--- config.mk ---
export PLATFORM = sky130hd
export DESIGN_NAME = vec_int_ctrl
export DESIGN_NICKNAME = d
export VERILOG_FILES = /design/src/rtl/vec_int_pkg.sv /design/src/rtl/vec_int_ctrl_prio_enc.sv /design/src/rtl/vec_int_ctrl.sv
export SDC_FILE = /design/constraint.sdc
export NUM_CORES = 1
export LEC_CHECK = 0
export ABC_AREA = 0
export CAP_MARGIN = 10
export CORE_MARGIN = 2
export CORE_UTILIZATION = 40
export DETAILED_ROUTE_END_ITERATION = 10
export HOLD_SLACK_MARGIN = 0.06
export PLACE_DENSITY = 0.84
export SYNTH_ARGS = -nofsm -noshare
export SYNTH_HDL_FRONTEND = slang
export SYNTH_SLANG_ARGS = --single-unit
--- constraint.sdc ---
create_clock -name Clk -period 3 [get_ports Clk]
set_input_delay 0.6 -clock Clk [delete_from_list [all_inputs] [get_ports Clk]]
set_output_delay 0.6 -clock Clk [all_outputs]
set_load 0.1 [all_outputs]
--- src/rtl/vec_int_pkg.sv ---
// Shared types and helpers for the vectored interrupt controller.
package vec_int_pkg;

  typedef enum logic [1:0] {
    IDLE    = 2'd0,
    REQ     = 2'd1,
    SERVICE = 2'd2
  } state_t;

  // Width of a source index; a single source still needs one bit.
  function automatic int idx_w(input int n);
    return (n <= 1) ? 1 : $clog2(n);
  endfunction

  // Handler vector for a source, always computed at 32 bits.
  function automatic logic [31:0] vec_addr(input logic [31:0] base,
                                           input logic [31:0] stride,
                                           input logic [31:0] idx);
    return base + idx * stride;
  endfunction

endpackage

--- src/rtl/vec_int_ctrl_prio_enc.sv ---
// Lowest-index-wins priority encoder over the requestable sources.
module int_prio_enc #(
  parameter int NUM_SRC = 4,
  parameter int IDX_W   = 2
) (
  input  logic [NUM_SRC-1:0] req,
  output logic               any,
  output logic [IDX_W-1:0]   idx
);

  // Scan high to low so the lowest set bit is the last assignment.
  always_comb begin
    any = |req;
    idx = '0;
    for (int i = NUM_SRC - 1; i >= 0; i--)
      if (req[i]) idx = IDX_W'(i);
  end

endmodule

--- src/rtl/vec_int_ctrl.sv ---
// Vectored interrupt controller: edge capture, pending/mask, fixed
// priority, and a request/acknowledge/return handshake with the core.
module vec_int_ctrl
  import vec_int_pkg::*;
#(
  parameter int          NUM_SRC    = 4,
  parameter int          ADDR_W     = 32,
  parameter logic [31:0] VEC_BASE   = 32'h0000_0100,
  parameter int          VEC_STRIDE = 8
) (
  input  logic                        Clk,
  input  logic                        reset,
  input  logic [NUM_SRC-1:0]          src,
  input  logic                        mask_we,
  input  logic [NUM_SRC-1:0]          mask_wd,
  input  logic                        int_ack,
  input  logic                        eret,
  output logic                        irq,
  output logic [ADDR_W-1:0]           int_addr,
  output logic                        in_service,
  output logic [idx_w(NUM_SRC)-1:0]   svc_id,
  output logic [NUM_SRC-1:0]          pending,
  output logic [NUM_SRC-1:0]          mask
);

  localparam int IDX_W = idx_w(NUM_SRC);

  state_t             state, state_nxt;
  logic [NUM_SRC-1:0] src_q;
  logic [NUM_SRC-1:0] edge_det;
  logic [NUM_SRC-1:0] clr;
  logic               any;
  logic [IDX_W-1:0]   win_idx;
  logic               load;
  logic               ack_ok;
  logic [31:0]        win_addr;

  assign edge_det = src & ~src_q;
  assign win_addr = vec_addr(VEC_BASE, 32'(VEC_STRIDE), 32'(win_idx));

  int_prio_enc #(
    .NUM_SRC (NUM_SRC),
    .IDX_W   (IDX_W)
  ) u_prio (
    .req (pending & mask),
    .any (any),
    .idx (win_idx)
  );

  // State register plus registered status outputs derived from next state.
  always_ff @(posedge Clk or posedge reset) begin
    if (reset) begin
      state      <= IDLE;
      irq        <= 1'b0;
      in_service <= 1'b0;
    end else begin
      state      <= state_nxt;
      irq        <= (state_nxt == REQ);
      in_service <= (state_nxt == SERVICE);
    end
  end

  // Next state: ack only counts in REQ, eret only in SERVICE.
  always_comb begin
    state_nxt = state;
    case (state)
      IDLE:    if (any)     state_nxt = REQ;
      REQ:     if (int_ack) state_nxt = SERVICE;
      SERVICE: if (eret)    state_nxt = IDLE;
      default:              state_nxt = IDLE;
    endcase
  end

  // Control strobes: latch the winner in IDLE, clear its pending bit on ack.
  always_comb begin
    load   = (state == IDLE) && any;
    ack_ok = (state == REQ) && int_ack;
    clr    = '0;
    for (int i = 0; i < NUM_SRC; i++)
      clr[i] = ack_ok && (svc_id == IDX_W'(i));
  end

  // Edge capture, pending latches (set beats clear) and mask register.
  // src_q resets high so a line already high at release raises no event.
  always_ff @(posedge Clk or posedge reset) begin
    if (reset) begin
      src_q   <= '1;
      pending <= '0;
      mask    <= '1;
    end else begin
      src_q   <= src;
      pending <= (pending & ~clr) | edge_det;
      if (mask_we) mask <= mask_wd;
    end
  end

  // Request identity and vector, frozen once the request is committed.
  always_ff @(posedge Clk or posedge reset) begin
    if (reset) begin
      svc_id   <= '0;
      int_addr <= '0;
    end else if (load) begin
      svc_id   <= win_idx;
      int_addr <= ADDR_W'(win_addr);
    end
  end

endmodule

==> flow_summary_export.csv, run 1 <==
group,metric,value,unit
detailed_routing,first_pass_iters,2,
clock_network,clock_path_buffers,2,
synth,postSynthAreaPerCell,10.58,um^2
floorplanning,rows,17,
global_route,grt_usage,13.39,%
finish,multi_input_comb_area,337.8,um^2
floorplanning,initial_core_util,43.17,%
finish,final_cell_mix,"29 x conb_1, 15 x buf_4, 12 x clkdlybuf4s50_1",
finish,fillerInstances,223,
floorplanning,coreArea,2255,um^2
finish,num_antenna_cells,0,
synth,postSynthCellCount,92,
global_route,grt_max_degree,20,
synth,yosysWarningCount,0,
clock_network,postCtsSetupRepairBufs,0,
synth,synth-seq-cells,19,
timing,worstMarginPinSlew,0.6687,ns
clock_network,clock_sinks,19,
clock_network,post_cts_resized,0,
clock_network,htreeDepth,1,
timing,setup_viol,0,
floorplanning,die_w,53.33,um
critical_path,path_cells,"buf_4",
synth,yosysUniqueCellTypes,20,
detailed_routing,first_iter_violations,6,
critical_path,cp.arrival,1.18,ns
finish,layout-drive-gt1-share,27.50,%
floorplanning,dieHeight,53.33,um
detailed_routing,wl_per_cell,11.44,um
synth,synth_area_leader_cell,"dfrtp_1",
placement,post-dp-hpwl,1.352,mm
global_route,gr-total-overflow,0,
timing,slew_headroom,55.37,%
detailed_routing,vias,668,
timing,slew_viol_final,0,
detailed_routing,post-route-drc-count,0,
flow_run,drv_cap,0,
critical_path,cp_num_buf_inv,1,
clock_network,cts_buffers,3,
finish,area_growth,17.22,%
critical_path,crit_slowest_cell,"dfstp_2",
global_route,grt_pass1_vias,606,
timing,rsz0062_at_grt,"false",
global_route,grt_pass1_wl,2.656,mm
critical_path,critical_path_class,"register to output port",
timing,finalSetupTns,0,ns
finish,nets,134,
detailed_routing,antenna_left,0,
timing,fin_crit,1.780,ns
floorplanning,pin_count,57,
run_status,outcome,"finished, final reports clean",
critical_path,crit_family,"flip-flops",
floorplanning,die_area,2844,um^2
synth,synth_top_area_share,28.28,%
detailed_routing,routed_wl,1.693,mm
clock_network,worst_setup_hold_path_clk_slew,0.10,ns
placement,io_buffers,27,
detailed_routing,viasPerCell,4.514,
timing,post-route-period-util,59.33,%
critical_path,start_kind,"register",
clock_network,cts-root-buf,"clkbuf_4",
global_route,grt_antenna_before_repair,0,
finish,seq_area,485.5,um^2
timing,max_freq,0.5618,GHz
clock_network,ctsHoldBuffers,0,
critical_path,crit_fanout,5,
critical_path,cp_data_required_time,2.40,ns
synth,syn_area,973.4,um^2
finish,final_common_cell,"conb_1",
synth,ys_top_cells_by_area,"dfrtp_1 28%, buf_4 24%, dfstp_2 22%",
clock_network,cts_tree,"yes",
timing,final_hold_viol_count,0,
critical_path,slowest_delay,0.58,ns
timing,fin_skew,0.0008051,ns
hold_path,hp-class,"register to register",
synth,yosysSeqAreaShare,49.87,%
placement,gp_congestion,0.7420,
critical_path,endpoint_kind,"output port",
clock_network,worstSkewPairLatency,0.30,ns
## kinds of logic (layout without fill, tap and decap cells)
family / after synthesis / count (layout) / share of synthesized area [%]
buffers and inverters: 37 / 37 / 26.22
flip-flops: 19 / 19 / 49.87
AO/OA/AOI/OAI: 19 / 19 / 12.60
other: 1 / 29 / 0.3852
multiplexers: 4 / 4 / 4.627
AND/OR/NAND/NOR: 12 / 12 / 6.298
## synthesized netlist by cell type
| master | instances |
|---|---|
| dfrtp_1 | 11 |
| nand4b_1 | 1 |
| a22o_2 | 1 |
| a32o_1 | 1 |
| o31ai_1 | 2 |
| o21ai_1 | 2 |
| conb_1 | 1 |
| nand3b_2 | 1 |
| inv_1 | 6 |
| a22o_1 | 2 |
| dfstp_2 | 8 |
| a21oi_1 | 4 |
| nor3_1 | 1 |
| nand2_1 | 6 |
| buf_4 | 31 |
| a211oi_1 | 2 |
| nand2b_1 | 1 |
| nor2_1 | 2 |
| o21ai_0 | 5 |
| mux2_2 | 4 |
## metal layers
metal  GRT usage (%)  up-vias  share of wire, %
met1           14.89      317                39
met4           7.692        0               1.9
met5               0        -                 0
met3           3.955        5                11
met2           22.43       44                48
li1                -      302                 -
## cell type report
class / count / share of cell area (%)
tap: 28 / 3.070
clock buffer: 3 / 1.974
inverter: 6 / 1.974
multi-input combinational: 64 / 29.61
timing repair buffer: 27 / 20.39
clock inverter: 1 / 0.4386
sequential: 19 / 42.54
## final timing paths
check	slack [ns]	cells after the start	endpoint	from
max	1.22	1	mask[2]	mask[2]
min	0.48	1	int_addr[8]	int_addr[8]
max reg2reg	1.82	3	state[0]	pending[1]
min reg2reg	0.48	1	int_addr[8]	int_addr[8]
max in group asynchronous	1.89	2	int_addr[8]	reset
min in group asynchronous	0.69	2	pending[2]	reset
## state kept, by name, summed over array words and instances (netlist names)
name and flops:
mask 4, pending 4, src_q 4, int_addr 2, state 2, in_service 1
irq 1, svc_id 1
## metrics by stage
stage | hold slack, ns | instances | utilization [%] | instance area (um^2) | worst slack, ns
after floorplan | 0.4714 | 120 | - | 1079 | 1.009
after global placement | 0.4548 | 144 | 49.39 | 1114 | 1.302
after detailed placement | 0.4609 | 144 | 49.39 | 1114 | 1.232
after CTS | 0.4881 | 148 | 50.61 | 1141 | 1.216
after global routing | 0.5272 | 148 | 50.61 | 1141 | 1.187
final | 0.4840 | 148 | 50.61 | 1141 | 1.220
Power of run 1 is left out: the tool's default activity adds up to more than one toggle a clock period on the data nets, which glitch-free logic cannot reach.
==> run 2: changes to the inputs <==
Settings changed: CORE_UTILIZATION 40 to 37, PLACE_DENSITY 0.84 to 0.79.
Clock period 3 ns to 1.65 ns, I/O delays scaled along.
==> run 2 against run 1 <==
Effect of this change:
- critical endpoint unchanged
- final cell count increased by 2.0%
- worst hold slack worse by 0.14 ns
- count of clock-buffer cells in the layout stayed put
- sequential share of layout area decreased by 6.2 points
- cell area increased by 18%
- first-iteration DRC count up 67%
- core utilization is 3.5 points higher
==> flow_summary_export.csv, run 2 (synthesized netlist as in run 1, its figures left out) <==
group,metric,value,unit
finish,final_cell_mix,"29 x conb_1, 15 x buf_12, 12 x clkdlybuf4s50_1",
placement,io_buffers,27,
clock_network,htreeDepth,1,
clock_network,postCtsSetupRepairBufs,0,
timing,rsz0062_at_grt,"false",
floorplanning,die_area,3057,um^2
clock_network,post_cts_resized,0,
timing,max_freq,0.7026,GHz
timing,finalSetupTns,0,ns
clock_network,worst_setup_hold_path_clk_slew,0.11,ns
detailed_routing,wl_per_cell,11.79,um
clock_network,worstSkewPairLatency,0.30,ns
timing,fin_skew,0.007132,ns
global_route,grt_antenna_before_repair,0,
detailed_routing,first_pass_iters,4,
placement,placed_area,1314,um^2
critical_path,cp_data_required_time,1.32,ns
floorplanning,dieHeight,55.29,um
critical_path,crit_fanout,5,
floorplanning,pin_count,57,
clock_network,cts_buffers,3,
clock_network,clock_path_buffers,2,
hold_path,hp-class,"input pin to asynchronous set/reset pin",
critical_path,crit_path_start,"mask[2]",
timing,post-route-period-util,86.26,%
floorplanning,die_w,55.29,um
finish,fillerInstances,209,
detailed_routing,antenna_left,0,
detailed_routing,first_iter_violations,10,
placement,post-dp-hpwl,1.396,mm
run_status,outcome,"finished, final reports clean",
floorplanning,initial_core_util,39.29,%
timing,slew_viol_final,0,
detailed_routing,vias,679,
finish,post-route-util,54.14,%
critical_path,rr_startpoint,"pending[1]",
finish,stdcell_area,1341,um^2
floorplanning,rows,18,
clock_network,cts_tree,"yes",
placement,gp_congestion,0.7542,
critical_path,cp_num_buf_inv,1,
global_route,gr-total-overflow,0,
global_route,grt_pass1_vias,696,
detailed_routing,routed_wl,1.780,mm
critical_path,slowest_delay,0.61,ns
finish,top_regs,"mask: 4 flops, pending: 4 flops, src_q: 4 flops",
finish,area_growth,37.79,%
timing,timing.hold.ws,0.3470,ns
finish,num_antenna_cells,0,
clock_network,ctsHoldBuffers,0,
timing,final_hold_viol_count,0,
global_route,grt_max_degree,20,
critical_path,crit_family,"flip-flops",
timing,setup_viol,0,
global_route,grt_usage,12.36,%
global_route,grt_pass1_wl,3.125,mm
finish,final_common_cell,"conb_1",
critical_path,endpoint_kind,"output port",
timing,fin_crit,1.423,ns
flow_run,drv_cap,0,
clock_network,clock_sinks,19,
critical_path,start_kind,"register",
finish,layout-drive-gt1-share,29.75,%
detailed_routing,post-route-drc-count,0,
critical_path,critical_path_class,"register to output port",
critical_path,cp.arrival,1.09,ns
finish,nets,135,
critical_path,path_cells,"buf_12",
detailed_routing,viasPerCell,4.497,
clock_network,cts-root-buf,"clkbuf_4",
floorplanning,coreArea,2477,um^2
critical_path,crit_slowest_cell,"dfstp_2",
-- run 2: layout make-up --
cell class                 count  area [um^2]  area share, %
sequential                    19        488.0          36.38
timing repair buffer          28        427.9          31.90
multi-input combinational     64        337.8          25.19
tap                           30        37.54          2.798
clock buffer                   3        22.52          1.679
inverter                       6        22.52          1.679
clock inverter                 1        5.005         0.3731
-- run 2: worst paths after layout --
check / slack, ns / cells after the start / endpoint
min in group Clk: 0.45 / 1 / src_q[1]
hold / removal: 0.35 / 3 / in_service
setup / recovery: 0.23 / 1 / mask[2]
max in group asynchronous: 1.03 / 3 / mask[3]
setup reg to reg: 0.40 / 3 / state[0]
hold reg to reg: 0.52 / 1 / pending[0]
-- run 2: per-layer routing --
metal	up-vias	wire length [um]	global-route usage [%]
met4	0	21	4.181
met5	-	0	0
met2	45	933	21.60
met3	3	162	3.044
li1	305	-	-
met1	326	662	14.73
-- run 2: tightest hold or removal path: stages --
cell	delay, ns
clkdlybuf4s50_1	0.40
inv_1	0.05
buf_4	0.25
-- run 2: stage by stage --
step | setup slack, ns | std cells
final | 0.2268 | 151
after global routing | 0.1927 | 151
after CTS | 0.2269 | 151
after detailed placement | 0.2022 | 147
after global placement | 0.2032 | 147
after floorplan | 0.07925 | 120
Power of run 2 is left out for the same reason.
